**config.mk**
```make
export PLATFORM = sky130hd
export DESIGN_NAME = axis_fifo_flat
export DESIGN_NICKNAME = d
export VERILOG_FILES = /design/src/rtl/axis_pkg.sv /design/src/rtl/axis_if.sv /design/src/rtl/axis_fifo_ram.sv /design/src/rtl/axis_fifo.sv /design/src/flat_wrapper.sv
export SDC_FILE = /design/constraint.sdc
export NUM_CORES = 1
export LEC_CHECK = 0
export CAP_MARGIN = 0
export CORE_ASPECT_RATIO = 0.9
export CORE_MARGIN = 1.5
export CORE_UTILIZATION = 35
export DETAILED_ROUTE_END_ITERATION = 12
export SYNTH_ARGS = -nofsm -noshare
export SYNTH_HDL_FRONTEND = slang
export SYNTH_SLANG_ARGS = --single-unit
```
**constraint.sdc**
```tcl
create_clock -name aclk -period 6.7 [get_ports aclk]
set_clock_uncertainty 0.05 [all_clocks]
set_input_delay 1.34 -clock aclk [delete_from_list [all_inputs] [get_ports aclk]]
set_output_delay 1.34 -clock aclk [all_outputs]
set_load 0.05 [all_outputs]
```
**src/rtl/axis_pkg.sv**
```systemverilog
// Shared AXI4-Stream definitions: default sideband widths and the packed beat record
// that both the FIFO storage and any other axis_if user carry around.
package axis_pkg;

  localparam int AXIS_TDATA_BYTES = 4;
  localparam int AXIS_TID_BITS    = 1;
  localparam int AXIS_TDEST_BITS  = 1;
  localparam int AXIS_TUSER_BITS  = 1;
  localparam int AXIS_TDATA_BITS  = AXIS_TDATA_BYTES * 8;
  localparam int AXIS_BEAT_BITS   = AXIS_TDATA_BITS + 2 * AXIS_TDATA_BYTES + 1 +
                                    AXIS_TID_BITS + AXIS_TDEST_BITS + AXIS_TUSER_BITS;

  typedef struct packed {
    logic [AXIS_TDATA_BITS-1:0]  data;
    logic [AXIS_TDATA_BYTES-1:0] strb;
    logic [AXIS_TDATA_BYTES-1:0] keep;
    logic                        last;
    logic [AXIS_TID_BITS-1:0]    id;
    logic [AXIS_TDEST_BITS-1:0]  dest;
    logic [AXIS_TUSER_BITS-1:0]  user;
  } axis_beat_t;

  // Pointer width including the wrap bit.
  function automatic int axis_ptr_bits(input int depth);
    return $clog2(depth) + 1;
  endfunction

endpackage

```
**src/rtl/axis_if.sv**
```systemverilog
// AXI4-Stream bundle with every sideband; master drives tvalid/payload, slave drives tready.
interface axis_if #(
  parameter int TDATA_BYTES = 4,
  parameter int TID_BITS    = 1,
  parameter int TDEST_BITS  = 1,
  parameter int TUSER_BITS  = 1
) ();

  logic                     tvalid;
  logic                     tready;
  logic [TDATA_BYTES*8-1:0] tdata;
  logic [TDATA_BYTES-1:0]   tstrb;
  logic [TDATA_BYTES-1:0]   tkeep;
  logic                     tlast;
  logic [TID_BITS-1:0]      tid;
  logic [TDEST_BITS-1:0]    tdest;
  logic [TUSER_BITS-1:0]    tuser;

  modport master (
    output tvalid, tdata, tstrb, tkeep, tlast, tid, tdest, tuser,
    input  tready
  );

  modport slave (
    input  tvalid, tdata, tstrb, tkeep, tlast, tid, tdest, tuser,
    output tready
  );

endinterface

```
**src/rtl/axis_fifo_ram.sv**
```systemverilog
// Beat storage for axis_fifo: one synchronous write port, one asynchronous read port
// so the head entry is presented combinationally (first-word-fall-through).
module axis_fifo_ram
  import axis_pkg::*;
#(
  parameter  int DEPTH = 16,
  localparam int AW    = $clog2(DEPTH)
) (
  input  logic          clk,
  input  logic          wr_en,
  input  logic [AW-1:0] wr_addr,
  input  axis_beat_t    wr_beat,
  input  logic [AW-1:0] rd_addr,
  output axis_beat_t    rd_beat
);

  axis_beat_t mem [DEPTH];

  always_ff @(posedge clk) begin
    if (wr_en) begin
      mem[wr_addr] <= wr_beat;
    end
  end

  assign rd_beat = mem[rd_addr];

endmodule

```
**src/rtl/axis_fifo.sv**
```systemverilog
// Synchronous AXI4-Stream FIFO with fill-level status. Defining AXIS_FIFO_PACKET_MODE_EN
// turns it into a store-and-forward packet FIFO with a cut-through escape when full.
module axis_fifo
  import axis_pkg::*;
#(
  parameter  int TDATA_BYTES = AXIS_TDATA_BYTES,
  parameter  int TID_BITS    = AXIS_TID_BITS,
  parameter  int TDEST_BITS  = AXIS_TDEST_BITS,
  parameter  int TUSER_BITS  = AXIS_TUSER_BITS,
  parameter  int DEPTH       = 16,
  localparam int AW          = $clog2(DEPTH),
  localparam int PW          = axis_ptr_bits(DEPTH)
) (
  input  logic          aclk,
  input  logic          aresetn,
  axis_if.slave         s_axis,
  axis_if.master        m_axis,
  output logic [PW-1:0] fill_count,
  output logic          full,
  output logic          empty
);

  logic [PW-1:0] wr_ptr_reg;
  logic [PW-1:0] rd_ptr_reg;
  logic          ready_reg;
  logic          wr_en;
  logic          rd_en;
  axis_beat_t    wr_beat;
  axis_beat_t    rd_beat;

  assign full       = (wr_ptr_reg[AW-1:0] == rd_ptr_reg[AW-1:0]) &&
                      (wr_ptr_reg[AW] != rd_ptr_reg[AW]);
  assign empty      = (wr_ptr_reg == rd_ptr_reg);
  assign fill_count = wr_ptr_reg - rd_ptr_reg;

  // ready_reg holds tready low through reset and for the release cycle.
  assign s_axis.tready = ready_reg && !full;
  assign wr_en         = s_axis.tvalid && s_axis.tready;
  assign rd_en         = m_axis.tvalid && m_axis.tready;

  always_ff @(posedge aclk or negedge aresetn) begin
    if (!aresetn) begin
      wr_ptr_reg <= '0;
      rd_ptr_reg <= '0;
      ready_reg  <= 1'b0;
    end else begin
      ready_reg <= 1'b1;
      if (wr_en) begin
        wr_ptr_reg <= wr_ptr_reg + 1'b1;
      end
      if (rd_en) begin
        rd_ptr_reg <= rd_ptr_reg + 1'b1;
      end
    end
  end

  always_comb begin
    wr_beat      = '0;
    wr_beat.data = s_axis.tdata;
    wr_beat.strb = s_axis.tstrb;
    wr_beat.keep = s_axis.tkeep;
    wr_beat.last = s_axis.tlast;
    wr_beat.id   = s_axis.tid;
    wr_beat.dest = s_axis.tdest;
    wr_beat.user = s_axis.tuser;
  end

  axis_fifo_ram #(
    .DEPTH (DEPTH)
  ) u_ram (
    .clk     (aclk),
    .wr_en   (wr_en),
    .wr_addr (wr_ptr_reg[AW-1:0]),
    .wr_beat (wr_beat),
    .rd_addr (rd_ptr_reg[AW-1:0]),
    .rd_beat (rd_beat)
  );

`ifdef AXIS_FIFO_PACKET_MODE_EN
  logic [PW-1:0] pkt_count_reg;
  logic          cut_reg;
  logic          cut_start;
  logic          wr_last;
  logic          rd_last;

  assign wr_last   = wr_en && s_axis.tlast;
  assign rd_last   = rd_en && rd_beat.last;
  // A full FIFO with no complete packet can never finish one; stream it out instead.
  assign cut_start = full && (pkt_count_reg == '0);

  always_ff @(posedge aclk or negedge aresetn) begin
    if (!aresetn) begin
      pkt_count_reg <= '0;
      cut_reg       <= 1'b0;
    end else begin
      if (wr_last && !rd_last) begin
        pkt_count_reg <= pkt_count_reg + 1'b1;
      end else if (!wr_last && rd_last) begin
        pkt_count_reg <= pkt_count_reg - 1'b1;
      end
      if (rd_last) begin
        cut_reg <= 1'b0;
      end else if (cut_start) begin
        cut_reg <= 1'b1;
      end
    end
  end

  assign m_axis.tvalid = !empty && ((pkt_count_reg != '0) || cut_reg || cut_start);
`else
  assign m_axis.tvalid = !empty;
`endif

  // Payload is forced to zero whenever no beat is offered.
  for (genvar gi = 0; gi < TDATA_BYTES; gi++) begin : g_lane
    assign m_axis.tdata[gi*8 +: 8] = m_axis.tvalid ? rd_beat.data[gi*8 +: 8] : 8'h00;
    assign m_axis.tstrb[gi]        = m_axis.tvalid && rd_beat.strb[gi];
    assign m_axis.tkeep[gi]        = m_axis.tvalid && rd_beat.keep[gi];
  end

  assign m_axis.tlast = m_axis.tvalid && rd_beat.last;
  assign m_axis.tid   = rd_beat.id   & {TID_BITS{m_axis.tvalid}};
  assign m_axis.tdest = rd_beat.dest & {TDEST_BITS{m_axis.tvalid}};
  assign m_axis.tuser = rd_beat.user & {TUSER_BITS{m_axis.tvalid}};

endmodule
```
**src/flat_wrapper.sv**
```systemverilog
// flat-port wrapper written by rule: the top's interface ports become plain ports
module axis_fifo_flat import axis_pkg::*;
#(
  parameter  int TDATA_BYTES = AXIS_TDATA_BYTES,
  parameter  int TID_BITS    = AXIS_TID_BITS,
  parameter  int TDEST_BITS  = AXIS_TDEST_BITS,
  parameter  int TUSER_BITS  = AXIS_TUSER_BITS,
  parameter  int DEPTH       = 16,
  localparam int AW          = $clog2(DEPTH),
  localparam int PW          = axis_ptr_bits(DEPTH)
)
  (aclk, aresetn, fill_count, full, empty, s_axis_tvalid, s_axis_tdata, s_axis_tstrb, s_axis_tkeep, s_axis_tlast, s_axis_tid, s_axis_tdest, s_axis_tuser, s_axis_tready, m_axis_tvalid, m_axis_tdata, m_axis_tstrb, m_axis_tkeep, m_axis_tlast, m_axis_tid, m_axis_tdest, m_axis_tuser, m_axis_tready);
  axis_if #(.TDATA_BYTES(TDATA_BYTES), .TID_BITS(TID_BITS), .TDEST_BITS(TDEST_BITS), .TUSER_BITS(TUSER_BITS)) s_axis_i ();
  axis_if #(.TDATA_BYTES(TDATA_BYTES), .TID_BITS(TID_BITS), .TDEST_BITS(TDEST_BITS), .TUSER_BITS(TUSER_BITS)) m_axis_i ();
  input  logic aclk;
  input  logic aresetn;
  output logic [PW-1:0] fill_count;
  output logic full;
  output logic empty;
  input wire logic [$bits(s_axis_i.tvalid)-1:0] s_axis_tvalid;
  input wire logic [$bits(s_axis_i.tdata)-1:0] s_axis_tdata;
  input wire logic [$bits(s_axis_i.tstrb)-1:0] s_axis_tstrb;
  input wire logic [$bits(s_axis_i.tkeep)-1:0] s_axis_tkeep;
  input wire logic [$bits(s_axis_i.tlast)-1:0] s_axis_tlast;
  input wire logic [$bits(s_axis_i.tid)-1:0] s_axis_tid;
  input wire logic [$bits(s_axis_i.tdest)-1:0] s_axis_tdest;
  input wire logic [$bits(s_axis_i.tuser)-1:0] s_axis_tuser;
  output wire logic [$bits(s_axis_i.tready)-1:0] s_axis_tready;
  output wire logic [$bits(m_axis_i.tvalid)-1:0] m_axis_tvalid;
  output wire logic [$bits(m_axis_i.tdata)-1:0] m_axis_tdata;
  output wire logic [$bits(m_axis_i.tstrb)-1:0] m_axis_tstrb;
  output wire logic [$bits(m_axis_i.tkeep)-1:0] m_axis_tkeep;
  output wire logic [$bits(m_axis_i.tlast)-1:0] m_axis_tlast;
  output wire logic [$bits(m_axis_i.tid)-1:0] m_axis_tid;
  output wire logic [$bits(m_axis_i.tdest)-1:0] m_axis_tdest;
  output wire logic [$bits(m_axis_i.tuser)-1:0] m_axis_tuser;
  input wire logic [$bits(m_axis_i.tready)-1:0] m_axis_tready;
  assign s_axis_i.tvalid = s_axis_tvalid;
  assign s_axis_i.tdata = s_axis_tdata;
  assign s_axis_i.tstrb = s_axis_tstrb;
  assign s_axis_i.tkeep = s_axis_tkeep;
  assign s_axis_i.tlast = s_axis_tlast;
  assign s_axis_i.tid = s_axis_tid;
  assign s_axis_i.tdest = s_axis_tdest;
  assign s_axis_i.tuser = s_axis_tuser;
  assign s_axis_tready = s_axis_i.tready;
  assign m_axis_tvalid = m_axis_i.tvalid;
  assign m_axis_tdata = m_axis_i.tdata;
  assign m_axis_tstrb = m_axis_i.tstrb;
  assign m_axis_tkeep = m_axis_i.tkeep;
  assign m_axis_tlast = m_axis_i.tlast;
  assign m_axis_tid = m_axis_i.tid;
  assign m_axis_tdest = m_axis_i.tdest;
  assign m_axis_tuser = m_axis_i.tuser;
  assign m_axis_i.tready = m_axis_tready;
  axis_fifo #(.TDATA_BYTES(TDATA_BYTES), .TID_BITS(TID_BITS), .TDEST_BITS(TDEST_BITS), .TUSER_BITS(TUSER_BITS), .DEPTH(DEPTH)) u_core (.aclk(aclk), .aresetn(aresetn), .s_axis(s_axis_i), .m_axis(m_axis_i), .fill_count(fill_count), .full(full), .empty(empty));
endmodule
```
## Word level (Yosys, flattened, before mapping)

Memory sizes are Yosys's and may differ from the RTL's.
Cells that the tools add are included.

- Register bits: 11
- Latch bits: 0
- Bits in writable memories: 704
- ROM bits: 0
- Bits of input ports: 48
- Logic and storage cells: 34
- Memories: 1

- Add/sub/neg operators: 3
- $mul: 0
- Divide/modulo/power cells: 0
- Order comparisons: 0
- Equality and inequality tests: 3
- Shift-type cells: 0
- Multiplexer cells: 6
- Bitwise gates (word level): 3
- Reduce and logical (&&, ||, !) cells: 15

Memories:

| memory | depth | bits a word | read ports | clocked after memory_dff | wr ports | RTL line | RTL |
|---|---|---|---|---|---|---|---|
| u_core.u_ram.mem | 16 | 44 | 1 | 0 | 1 | axis_fifo_ram.sv:17 | `axis_beat_t mem [DEPTH];` |

Operators with widths:

| kind | count |
|---|---|
| $mux 8 | 4 |
| $logic_and 1x1->1 | 13 |
| $add 5x1->5 const B | 2 |
| $eq 5x5->1 | 1 |
| $sub 5x5->5 | 1 |
| $eq 4x4->1 | 1 |
| $and 1x1->1 | 3 |
| $logic_not 1->1 | 2 |
| $mux 1 | 2 |
| $ne 1x1->1 | 1 |

## Logic depth before layout (Yosys ltp)

- Depth in word-level cells: 7
- Gate-level depth with buffers: 12

## Cells and area by module

Synthesis repeated with hierarchy kept, for this count alone.

- Cell total of the unflattened synthesis: 1211
- Area total of the unflattened synthesis: 27373.8 µm²

By module, submodules not included:

| module | times used | cells an instance | area an instance (µm²) |
|---|---|---|---|
| axis_fifo_ram | 1 | 1098 | 26387.8 |
| axis_fifo | 1 | 113 | 985.9 |

## Worst setup path before layout

Ideal clock, no wire load.

- Path type: register to register
- From: reg u_core.rd_ptr_reg[1]
- To: mem u_core.u_ram.mem[3][0] (netlist name) (enable)
- Setup time: 0.500 ns
- Data arrival time: 5.121 ns
- Slack: 1.030 ns
- Stages on the path, launching flop included: 11
- Path through: dfrtp_1 buf_2 buf_2 inv_2 clkbuf_1 ha_1 nand4_1 o211a_1 clkbuf_1 nand2_1 nor3_1

- Longest elaborated chain between the ends: 7

Ends and longest elaborated chain:

| element | RTL line | RTL |
|---|---|---|
| start, declared | axis_fifo.sv:24 | `logic [PW-1:0] rd_ptr_reg;` |
| start signal, assigned | axis_fifo.sv:52 | `rd_ptr_reg <= rd_ptr_reg + 1'b1;` |
| $eq 4x4->1 | axis_fifo.sv:31 | `assign full = (wr_ptr_reg[AW-1:0] == rd_ptr_reg[AW-1:0]) &&` |
| $logic_and 1x1->1 | axis_fifo.sv:31 |  |
| $logic_not 1->1 | axis_fifo.sv:37 | `assign s_axis.tready = ready_reg && !full;` |
| $logic_and 1x1->1 | axis_fifo.sv:37 |  |
| $logic_and 1x1->1 | axis_fifo.sv:38 | `assign wr_en = s_axis.tvalid && s_axis.tready;` |
| $mux 1 | axis_fifo_ram.sv:20 | `if (wr_en) begin` |
| $mux 1 (not written as such) | axis_fifo_ram.sv:21 | `mem[wr_addr] <= wr_beat;` |
| end, declared | axis_fifo_ram.sv:17 |  |

Every way passes these cells.

## Final worst setup path

- From: reg u_core.rd_ptr_reg[2]
- To: out m_axis_tuser

- Longest elaborated chain between the ends: 3

Ends and longest elaborated chain:

| element | RTL line | RTL |
|---|---|---|
| parallel branches: the longest is 2 deep, another holds $mem_v2 16x44 | - |  |
| $and 1x1->1 * | axis_fifo.sv:124 | `assign m_axis.tuser = rd_beat.user & {TUSER_BITS{m_axis.tvalid}};` |
| end, declared | flat_wrapper.sv:36 | `output wire logic [$bits(m_axis_i.tuser)-1:0] m_axis_tuser;` |

Mark *: on every way between the ends.

==> metrics.md <==
| Metric | Value |
|---|---|
| Critical Path AT | about 4.7 ns |
| Synth Area per Inst | 21.9 µm² |
| DR vias/cell | 5.13 |
| Req. time, crit path | 5.31 ns |
| DR WL/cell | roughly 24 µm |
| Detailed Route Iter0 Violations | 1012 |
| Clock root buffer | clkbuf_16 |
| Leak | 10.2 nW |
| Initial antenna violation count | 5 |
| Setup Slack @ Placement | between 1 and 1.5 ns |
| Final worst slack | 0.584 ns |
| GPL Wtd Cong | ~0.71 |
| Max reg flops | 704 |
| Hpwl dp | 31.3 mm |
| Asr flop ratio synth | 0.0154 |
| Largest net degree at the start of global routing | 134 |
| Nets@finish | 1452 |
| VDD IR max | 0.349 mV |
| CTS Sinks | 715 |
| Delay of the slowest critical-path stage | 0.83 ns |
| Final Hold Fails | 0 |
| Die Area | 80300 µm² |
| Post-route ant nets | 0 |
| IO Pins | 101 |
| Cts repair resizes | 0 |
| Clock-pin slew on the worst setup and hold paths | approximately 0.06 ns |
| YS warnings | 0 |
| Routed vias | 12.8k |
| Synth Flop Type | edfxtp_1 |
| Max-slew headroom | 0.202 |
| Netlist cell types | 35 |
| Setup TNS | 0 ns |
| Worst setup path class | reg -> out |
| Min cycle time layout | 6.12 ns |
| Design Power | 14.8 mW |
| Syn Inst Count | roughly 1.3k |
| Synth area leader | edfxtp_1 |
| Total Wirelength | 60.5 mm |
| Synth area leaders | edfxtp_1 77%, mux4_2 14%, nand2_1 1.9% |
| CTS tree | built |
| Core area | 77800 µm² |
| Syn Nets | about 1.3k |
| MaxCap Viol Count | 0 |
| Global route total overflow | 0 |
| Share of Yosys cell area claimed by the top area cell type | 0.768 |
| Crit-path cells | inv_1 -> ha_1 -> nand4_1 -> or2_1 -> inv_2 -> nor2_4 -> buf_12 -> a221o_1 -> clkdlybuf4s50_1 |
| First-pass DRT Iterations | 5 |
| Final slew viol count | 0 |
| Die width | 299 µm |
| Design area | around 32000 µm² |
| Max Freq | between 150 and 200 MHz |
| Layout cell share with drive strength beyond 1 | 0.229 |
| Area grow syn2layout | 17.0% |
| WP buf/inv | 4 |
| Post-synthesis cell area | 27500 µm² |
| Number of synthesized flops with an enable pin | 704 |
| Worst Path Max Fanout | 34 |
| Power Density | 460 nW/µm² |
| Number of port buffers | 100 |
| Period utilisation layout | 0.913 |
| Worst Tran Pin Value | 1.19 ns |
| Worst-Skew Late Latency | 0.61 ns |
| Critical Path Sink Type | output pin |
| CP delay by family, top | buffers and inverters |
| Sequential fraction of the synthesis area | 0.778 |
| Die H | about 270 µm |
| Row count | 97 |
| H-tree levels | 3 |
| Vias in the first global route | 13.4k |
| Post-route DRC violation count | 0 |
| Clk buf depth | 3 |
| First-pass GRT wire length | 89.7 mm |
| # setup viols final | 0 |
| Crit start category | register |
| Initial Util | 0.354 |
| Cts bufs inserted | 76 |
| Hold Buf Count CTS | 0 |
| Antenna cells | 0 |
| Worst Hold Class | reg -> reg |
| Total track usage | 0.153 |
| Placement Cell Area | 29800 µm² |
| Setup Buffers After CTS | 0 |
| Unrepaired setup endpoints after global routing | false |
| Outcome | finished, final reports clean |
| Slowest-stage cell, CP | clkdlybuf4s50_1 |
| Number of synthesized register bits | 715 |
## metrics by stage
| step | hold WS (ns) | cells | util |
|---|---|---|---|
| 2_1_floorplan | 0.451 | 1255 | - |
| 3_3_place_gp | 0.473 | 2355 | 0.383 |
| 3_5_place_dp | 0.494 | 2355 | 0.383 |
| 4_1_cts | 0.502 | 2492 | 0.414 |
| 5_1_grt | 0.520 | 2492 | 0.414 |
| 6_report | 0.492 | 2492 | 0.414 |
## report_power, final
group | total (mW) | switching [mW] | internal (mW)
logic | 5.42 | 3.30 | 2.12
registers | 5.36 | 0.183 | 5.18
clock network | 4.03 | 1.69 | 2.34
total | 14.8 | 5.17 | 9.64
## layer usage
layer,vias to the layer above,wire length (µm),global-route usage
li1,5484,-,-
met1,6890,28000,0.219
met2,313,28400,0.239
met3,90,2840,0.0255
met4,6,1150,0.0480
met5,-,40,0
## cell usage after synthesis, types with 3 or more instances
cell type	instances
a221o_1	43
and2b_1	4
buf_1	6
buf_2	24
buf_4	4
buf_6	12
clkbuf_1	20
dfrtp_1	11
edfxtp_1	704
ha_1	9
inv_1	7
mux4_2	176
nand2_1	136
nand3_1	4
nand4_1	3
nor2_1	12
nor2b_1	41
nor3_1	4
xnor2_1	11
## cell type report
type                            instances  area [µm²]
Multi-Input combinational cell        465        5800
Inverter                                9        33.8
Fill cell                            6715       45600
Clock buffer                           96        2060
Tap cell                             1039        1300
Timing Repair Buffer                  127        1240
Sequential cell                       715       21400
Clock inverter                         41         330
## final timing paths
kind                                             startpoint                                 end  slack (ns)  depth (start not counted)
max                        u_core.rd_ptr_reg[2]$_DFFE_PN0P_                        m_axis_tuser        0.58                          9
min                        u_core.wr_ptr_reg[4]$_DFFE_PN0P_    u_core.wr_ptr_reg[4]$_DFFE_PN0P_        0.49                          1
max reg2reg                u_core.rd_ptr_reg[2]$_DFFE_PN0P_  u_core.u_ram.mem[10][38]$_DFFE_PP_        2.50                          7
min reg2reg                u_core.wr_ptr_reg[4]$_DFFE_PN0P_    u_core.wr_ptr_reg[4]$_DFFE_PN0P_        0.49                          1
max in group asynchronous                           aresetn    u_core.rd_ptr_reg[2]$_DFFE_PN0P_        5.16                          1
min in group asynchronous                           aresetn    u_core.wr_ptr_reg[4]$_DFFE_PN0P_        1.03                          1
## worst reg2reg max path: cells and delay by family, from the launching register on
family	cells	cell delay, ns
DFF	1	0.77
and+or+nand+nor	3	1.49
AOI/OAI and AO/OA	1	0.36
adders and majority gates	1	0.40
buffers and inverters	2	0.77
## logic make-up (layout without fill, tap and decap cells)
group | after synthesis | count (layout) | share of synthesized area
compound gates | 52 | 52 | 0.0180
mux | 178 | 178 | 0.145
xor+xnor | 13 | 13 | 0.00414
buf+inv | 75 | 273 | 0.0151
fa+ha+maj | 10 | 10 | 0.00482
other cells | 1 | 1 | 0.000136
flops | 715 | 715 | 0.778
simple gates | 211 | 211 | 0.0347
## cells in the final DEF, fill, tap and decap left out, types with 3 or more instances in the layout
cell type	count
nand3_1	4
mux4_2	176
xnor2_1	11
clkbuf_1	16
a221o_1	43
clkinv_1	17
dfrtp_1	8
nor3_2	4
dfrtp_4	3
and2b_1	4
nor2b_1	41
clkdlybuf4s50_1	100
clkinv_2	13
nand2_1	136
nand4_1	3
buf_12	3
inv_2	3
edfxtp_1	704
bufinv_16	4
buf_4	24
nor2_4	12
inv_1	6
clkbuf_16	80
ha_1	9
Power figures use the tool's default switching activity.
